**src/rtl/mult32x32_pkg.sv**
```systemverilog
// Shared types and constants for the 32x32 multiplier operand feeder.
// MULT_FEED_TIMEOUT_EN (optional) enables the feeder's multiplication watchdog.
package mult32x32_pkg;

    localparam int unsigned OPER_W = 32;
    localparam int unsigned PROD_W = 64;

    // Product reported when the watchdog gives up on a multiplication.
    localparam logic [PROD_W-1:0] TIMEOUT_PRODUCT = {PROD_W{1'b1}};

    typedef enum logic [2:0] {
        IDLE,
        ISSUE,
        WAIT_BUSY,
        WAIT_DONE,
        OUTPUT
    } feeder_state_t;

endpackage

```
**src/rtl/mult32x32_op_fifo.sv**
```systemverilog
// Synchronous FIFO holding {a, b} operand pairs for the multiplier feeder.
// Head entry is presented combinationally; pointers wrap naturally (DEPTH is a power of 2).
module mult32x32_op_fifo
    import mult32x32_pkg::*;
#(
    parameter int unsigned DEPTH = 4,
    parameter int unsigned WIDTH = 2 * OPER_W
) (
    input  logic                     clk,
    input  logic                     reset,
    input  logic                     push,
    input  logic [WIDTH-1:0]         wdata,
    input  logic                     pop,
    output logic [WIDTH-1:0]         rdata,
    output logic [$clog2(DEPTH):0]   count
);

    localparam int unsigned PTR_W = $clog2(DEPTH);

    logic [WIDTH-1:0] mem [DEPTH];
    logic [PTR_W-1:0] wr_ptr;
    logic [PTR_W-1:0] rd_ptr;
    logic             push_en;
    logic             pop_en;

    assign push_en = push && (count < (PTR_W + 1)'(DEPTH));
    assign pop_en  = pop && (count != '0);
    assign rdata   = mem[rd_ptr];

    always_ff @(posedge clk) begin
        if (push_en) begin
            mem[wr_ptr] <= wdata;
        end
    end

    always_ff @(posedge clk or negedge reset) begin
        if (!reset) begin
            wr_ptr <= '0;
            rd_ptr <= '0;
            count  <= '0;
        end else begin
            if (push_en) begin
                wr_ptr <= wr_ptr + 1'b1;
            end
            if (pop_en) begin
                rd_ptr <= rd_ptr + 1'b1;
            end
            if (push_en && !pop_en) begin
                count <= count + 1'b1;
            end else if (pop_en && !push_en) begin
                count <= count - 1'b1;
            end
        end
    end

endmodule

```
**src/rtl/mult32x32_feeder.sv**
```systemverilog
// Operand-issue stage for the 32x32 multiplier: buffers pairs, sequences start/busy, holds result.
// Defining MULT_FEED_TIMEOUT_EN adds a watchdog that aborts a multiplication after MAX_LAT cycles.
module mult32x32_feeder
    import mult32x32_pkg::*;
#(
    parameter int unsigned DEPTH   = 4,
    parameter int unsigned MAX_LAT = 16
) (
    input  logic                   clk,
    input  logic                   reset,
    input  logic                   in_valid,
    output logic                   in_ready,
    input  logic [OPER_W-1:0]      in_a,
    input  logic [OPER_W-1:0]      in_b,
    output logic                   m_start,
    output logic [OPER_W-1:0]      m_a,
    output logic [OPER_W-1:0]      m_b,
    input  logic                   m_busy,
    input  logic [PROD_W-1:0]      m_product,
    output logic                   out_valid,
    input  logic                   out_ready,
    output logic [PROD_W-1:0]      out_product,
    output logic [$clog2(DEPTH):0] occupancy,
    output logic                   timeout_err
);

    localparam int unsigned CNT_W = $clog2(DEPTH) + 1;

    if (DEPTH < 2 || (DEPTH & (DEPTH - 1)) != 0 || MAX_LAT < 1) begin : g_param_check
        $error("mult32x32_feeder: DEPTH must be a power of 2 >= 2 and MAX_LAT >= 1");
    end

    feeder_state_t         state;
    logic                  fifo_push;
    logic                  fifo_pop;
    logic [2*OPER_W-1:0]   fifo_head;
    logic                  wd_fire;

    // in_ready depends on the count only, so a same-cycle pop never admits a push into a full FIFO.
    assign in_ready  = occupancy < CNT_W'(DEPTH);
    assign fifo_push = in_valid && in_ready;
    assign fifo_pop  = (state == IDLE) && (occupancy != '0);

    mult32x32_op_fifo #(
        .DEPTH (DEPTH),
        .WIDTH (2 * OPER_W)
    ) u_op_fifo (
        .clk   (clk),
        .reset (reset),
        .push  (fifo_push),
        .wdata ({in_a, in_b}),
        .pop   (fifo_pop),
        .rdata (fifo_head),
        .count (occupancy)
    );

`ifdef MULT_FEED_TIMEOUT_EN
    localparam int unsigned WD_W = $clog2(MAX_LAT + 1);

    logic [WD_W-1:0] wd_cnt;
    logic            timeout_q;

    assign wd_fire     = ((state == WAIT_BUSY) || (state == WAIT_DONE)) &&
                         (wd_cnt == WD_W'(MAX_LAT - 1));
    assign timeout_err = timeout_q;

    always_ff @(posedge clk or negedge reset) begin
        if (!reset) begin
            wd_cnt    <= '0;
            timeout_q <= 1'b0;
        end else begin
            if (fifo_pop) begin
                wd_cnt <= '0;
            end else if ((state == WAIT_BUSY) || (state == WAIT_DONE)) begin
                wd_cnt <= wd_cnt + 1'b1;
            end
            if (wd_fire) begin
                timeout_q <= 1'b1;
            end
        end
    end
`else
    assign wd_fire     = 1'b0;
    assign timeout_err = 1'b0;
`endif

    always_ff @(posedge clk or negedge reset) begin
        if (!reset) begin
            state       <= IDLE;
            m_start     <= 1'b0;
            m_a         <= '0;
            m_b         <= '0;
            out_valid   <= 1'b0;
            out_product <= '0;
        end else begin
            case (state)
                IDLE: begin
                    if (fifo_pop) begin
                        m_a     <= fifo_head[2*OPER_W-1:OPER_W];
                        m_b     <= fifo_head[OPER_W-1:0];
                        m_start <= 1'b1;
                        state   <= ISSUE;
                    end
                end
                ISSUE: begin
                    m_start <= 1'b0;
                    state   <= WAIT_BUSY;
                end
                WAIT_BUSY: begin
                    if (wd_fire) begin
                        out_product <= TIMEOUT_PRODUCT;
                        out_valid   <= 1'b1;
                        state       <= OUTPUT;
                    end else if (m_busy) begin
                        state <= WAIT_DONE;
                    end
                end
                WAIT_DONE: begin
                    if (wd_fire) begin
                        out_product <= TIMEOUT_PRODUCT;
                        out_valid   <= 1'b1;
                        state       <= OUTPUT;
                    end else if (!m_busy) begin
                        out_product <= m_product;
                        out_valid   <= 1'b1;
                        state       <= OUTPUT;
                    end
                end
                OUTPUT: begin
                    if (out_ready) begin
                        out_valid <= 1'b0;
                        state     <= IDLE;
                    end
                end
                default: state <= IDLE;
            endcase
        end
    end

endmodule

```
**config.mk**
```make
export PLATFORM = sky130hd
export DESIGN_NAME = mult32x32_feeder
export DESIGN_NICKNAME = d
export VERILOG_FILES = /design/src/rtl/mult32x32_pkg.sv /design/src/rtl/mult32x32_op_fifo.sv /design/src/rtl/mult32x32_feeder.sv
export SDC_FILE = /design/constraint.sdc
export NUM_CORES = 1
export LEC_CHECK = 0
export ABC_AREA = 1
export CORE_UTILIZATION = 50
export CTS_CLUSTER_SIZE = 25
export DETAILED_ROUTE_END_ITERATION = 10
export GPL_ROUTABILITY_DRIVEN = 0
export PLACE_DENSITY = 0.76
export SETUP_SLACK_MARGIN = 0.2
export SKIP_CTS_REPAIR_TIMING = 1
export SYNTH_ARGS = -nofsm -noshare
export SYNTH_HDL_FRONTEND = slang
export SYNTH_SLANG_ARGS = --single-unit
```
**constraint.sdc**
```tcl
create_clock -name clk -period 4.85 [get_ports clk]
set_input_delay 0.97 -clock clk [delete_from_list [all_inputs] [get_ports clk]]
set_output_delay 0.97 -clock clk [all_outputs]
set_load 0.01 [all_outputs]
```
==> key figures <==
Run
  • Max_cap viols: 0

Global route
  • Total gr overflow: 0
  • Grt met3 use: 5.23%
  • Initial antenna violation count: 3
  • GRT busiest layer: met2
  • Met1 capacity usage during global routing: 27.3%
  • Met2 usage: 37.7%
  • Number of global-route vias before repair: 10200
  • Tot GR Track Use: 21.9%
  • Pin count of the biggest net entering global routing: 94
  • First-pass GRT wire length: 53000 microns

Placed design
  • Pre-CTS setup slack: 1.76 ns
  • Post-DP HPWL: 20500 microns
  • Port bufs: 266
  • Dpl cells: 1965

Floorplanning
  • Die area: 0.0315 sq mm
  • Die width: 177 microns
  • Core box area: 0.0300 sq mm
  • Ports: 268
  • Die Y-Extent: 177 microns
  • Initial Utilization: 51.4%
  • # rows: 63

Worst setup path
  • CP Buf/Inv Count: 2
  • Most common cell on crit path: nand2_1
  • Cell family with most CP delay: buffers and inverters
  • Reg2Reg Depth: 6
  • CP Data Arrival Time: 3.52 ns
  • Worst EP required: 5.30 ns
  • Startpoint Class: register
  • FF-to-FF End: m_b[13]
  • R2R Path Start: state[0]
  • Worst reg-to-reg setup slack: 1.78 ns
  • Crit-path max FO: 69
  • Crit-path cells: nor2_2 > nand3_4 > inv_2 > buf_4 > nand2_1 > nand2_1
  • Crit path capture type: register
  • Critical Path Max Stage Delay: 1.04 ns
  • CP max-delay cell: inv_2
  • Critical path class: reg -> reg

Power and ir drop
  • Tot Pwr: 12.4 mW
  • Power per standard cell area: 632 mW/mm^2
  • Max IR drop VDD: 376 uV
  • Leak: 8.03 nW

Synthesis
  • #FFs+latches synth: 396
  • Ys Warns: 0
  • Synth unique cells: 26
  • Synthesized area per cell: 11.3 sq um
  • Synth Cell Area: 0.0154 sq mm
  • Synth Instances: 1367
  • Post-synthesis sequential area ratio: 72.7%
  • Syn Nets: 1506

Clocking
  • Clock buffer depth: 3
  • Later-pin clock latency in the skew report: 0.52 ns
  • Cts bufs inserted: 40
  • Clk sink count: 396
  • CTS H-Tree Depth: 2
  • CTS tree: done
  • Worst-path clk slew: 0.06 ns
  • CTS root buf: clkbuf_16

Timing
  • Slew HR: 24.2%
  • Unrepaired setup endpoints after global routing: no
  • Post-Route Skew: 0.0208 ns
  • Worst Setup Slack, final: 1.78 ns
  • Fmax: 326 MHz
  • Post-route setup TNS: 0 ns
  • Hold Slack: 0.383 ns
  • Final Max Slew Viols: 0
  • Final hold vios: 0
  • Final period util: 63.3%
  • Fin crit period: 3.07 ns
  • Setup-failing EPs final: 0
  • Worst-Margin Slew: 1.14 ns

Finish
  • Area Overhead vs Synth: 27.2%
  • Final std cells w/o fill: 2040
  • Share of layout cells above drive strength 1: 5.88%
  • Final nets: 1756

Detailed routing
  • # DRC: 0
  • Drt first pass iters: 5
  • Routed Antenna Nets: 0
  • Vias/cell: 5.09
  • DR vias: 10400
  • Drt first-iter violations: 706
  • DR WL/cell: 16.8 microns
  • Routed wire length: 34300 microns

Run status
  • Status: completed

Min path
  • Worst hold path type: in -> async
[through the flow]
step	cell area [sq um]	util, %
6_report	19600	65.4
5_1_grt	19600	65.4
4_1_cts	19600	65.4
3_5_place_dp	18300	60.9
3_3_place_gp	18300	60.9
2_1_floorplan	15400	-
[cell usage in the layout, fill, tap and decap left out, types with 2 or more instances in the layout]
master             n
edfxtp_1         256
dfrtp_1          138
o21ai_0          157
clkdlybuf4s50_1  265
clkbuf_1          10
ha_1               5
nor2_1           261
clkbuf_16         41
nand2_1          334
buf_4             13
inv_1             77
clkinv_4           2
nor2_4             4
o21ai_1           35
nand3_1            5
inv_2              3
o21ai_2            6
bufinv_16          4
xor2_1             3
clkinv_2          10
inv_6              2
clkbuf_8           4
[state kept, by name, indices dropped and copies added, names as in the netlist, 2 cells and up]
signal,flops
state,3
m_a,32
out_product,64
u_op_fifo.wr_ptr,2
m_b,32
u_op_fifo.rd_ptr,2
u_op_fifo.mem,256
u_op_fifo.count,3
[layout make-up]
class,count,area [sq um]
Fill cell,2186,10400
Tap cell,390,488
Antenna cell,1,2.50
Sequential cell,396,11200
Clock inverter,19,211
Multi-Input combinational cell,819,3510
Inverter,81,305
Timing Repair Buffer,279,2760
Clock buffer,55,1120
[where the power goes]
part	internal, mW	leakage, nW	switching (mW)
combinational	1.81	3.31	2.53
sequential	4.53	4.06	0.441
clock	1.84	0.657	1.23
total	8.18	8.03	4.20
[worst max path at each step]
stage,start,endpoint,slack (ns),depth (start not counted)
after floorplan,in_valid,u_op_fifo.mem[0][0],0.57,2
after global placement,in_valid,u_op_fifo.count[2],1.79,9
after detailed placement,state[0],m_b[15],1.76,6
after CTS,state[0],m_b[15],1.72,6
after global routing,state[0],m_b[16],1.51,6
final,state[0],m_b[13],1.78,6
[synth_stat cells]
cell | n | area share, %
nand2_1 | 334 | 8.1
nor2_1 | 265 | 6.5
edfxtp_1 | 256 | 50
o21ai_0 | 157 | 5.1
dfrtp_1 | 140 | 23
inv_1 | 78 | 1.9
o21ai_1 | 35 | 1.1
buf_4 | 22 | 1.1
buf_2 | 20 | 0.65
clkbuf_1 | 19 | 0.46
buf_6 | 9 | 0.66
o21ai_2 | 6 | 0.34
ha_1 | 5 | 0.41
nand3_1 | 5 | 0.16
inv_2 | 3 | 0.073
xor2_1 | 3 | 0.17
a21oi_1 | 1 | 0.032
buf_1 | 1 | 0.024
conb_1 | 1 | 0.024
fa_1 | 1 | 0.13
mux2_2 | 1 | 0.073
nand3_2 | 1 | 0.065
nand4_1 | 1 | 0.041
nand4_2 | 1 | 0.081
nor2_2 | 1 | 0.041
xnor2_1 | 1 | 0.057
[layer usage]
metal / routed length (microns) / share of wire [%] / vias up
li1: - / - / 4989
met1: 13800 / 40 / 4953
met2: 16900 / 49 / 381
met3: 2850 / 8.3 / 56
met4: 684 / 2.0 / 4
met5: 29 / 0.085 / -
[logic make-up (layout without fill, tap and decap cells)]
logic type	count (synthesis)	count (layout)	share of synthesized area, %
other	1	2	0.0244
buffers and inverters	152	434	4.84
adder cells (fa/ha/maj)	6	6	0.536
flip-flops	396	396	72.7
multiplexers	1	1	0.0731
AO/OA/AOI/OAI	199	199	6.62
XOR/XNOR	4	4	0.228
AND/OR/NAND/NOR	608	608	15.0
No activity file was read; power rests on OpenSTA's default activity.
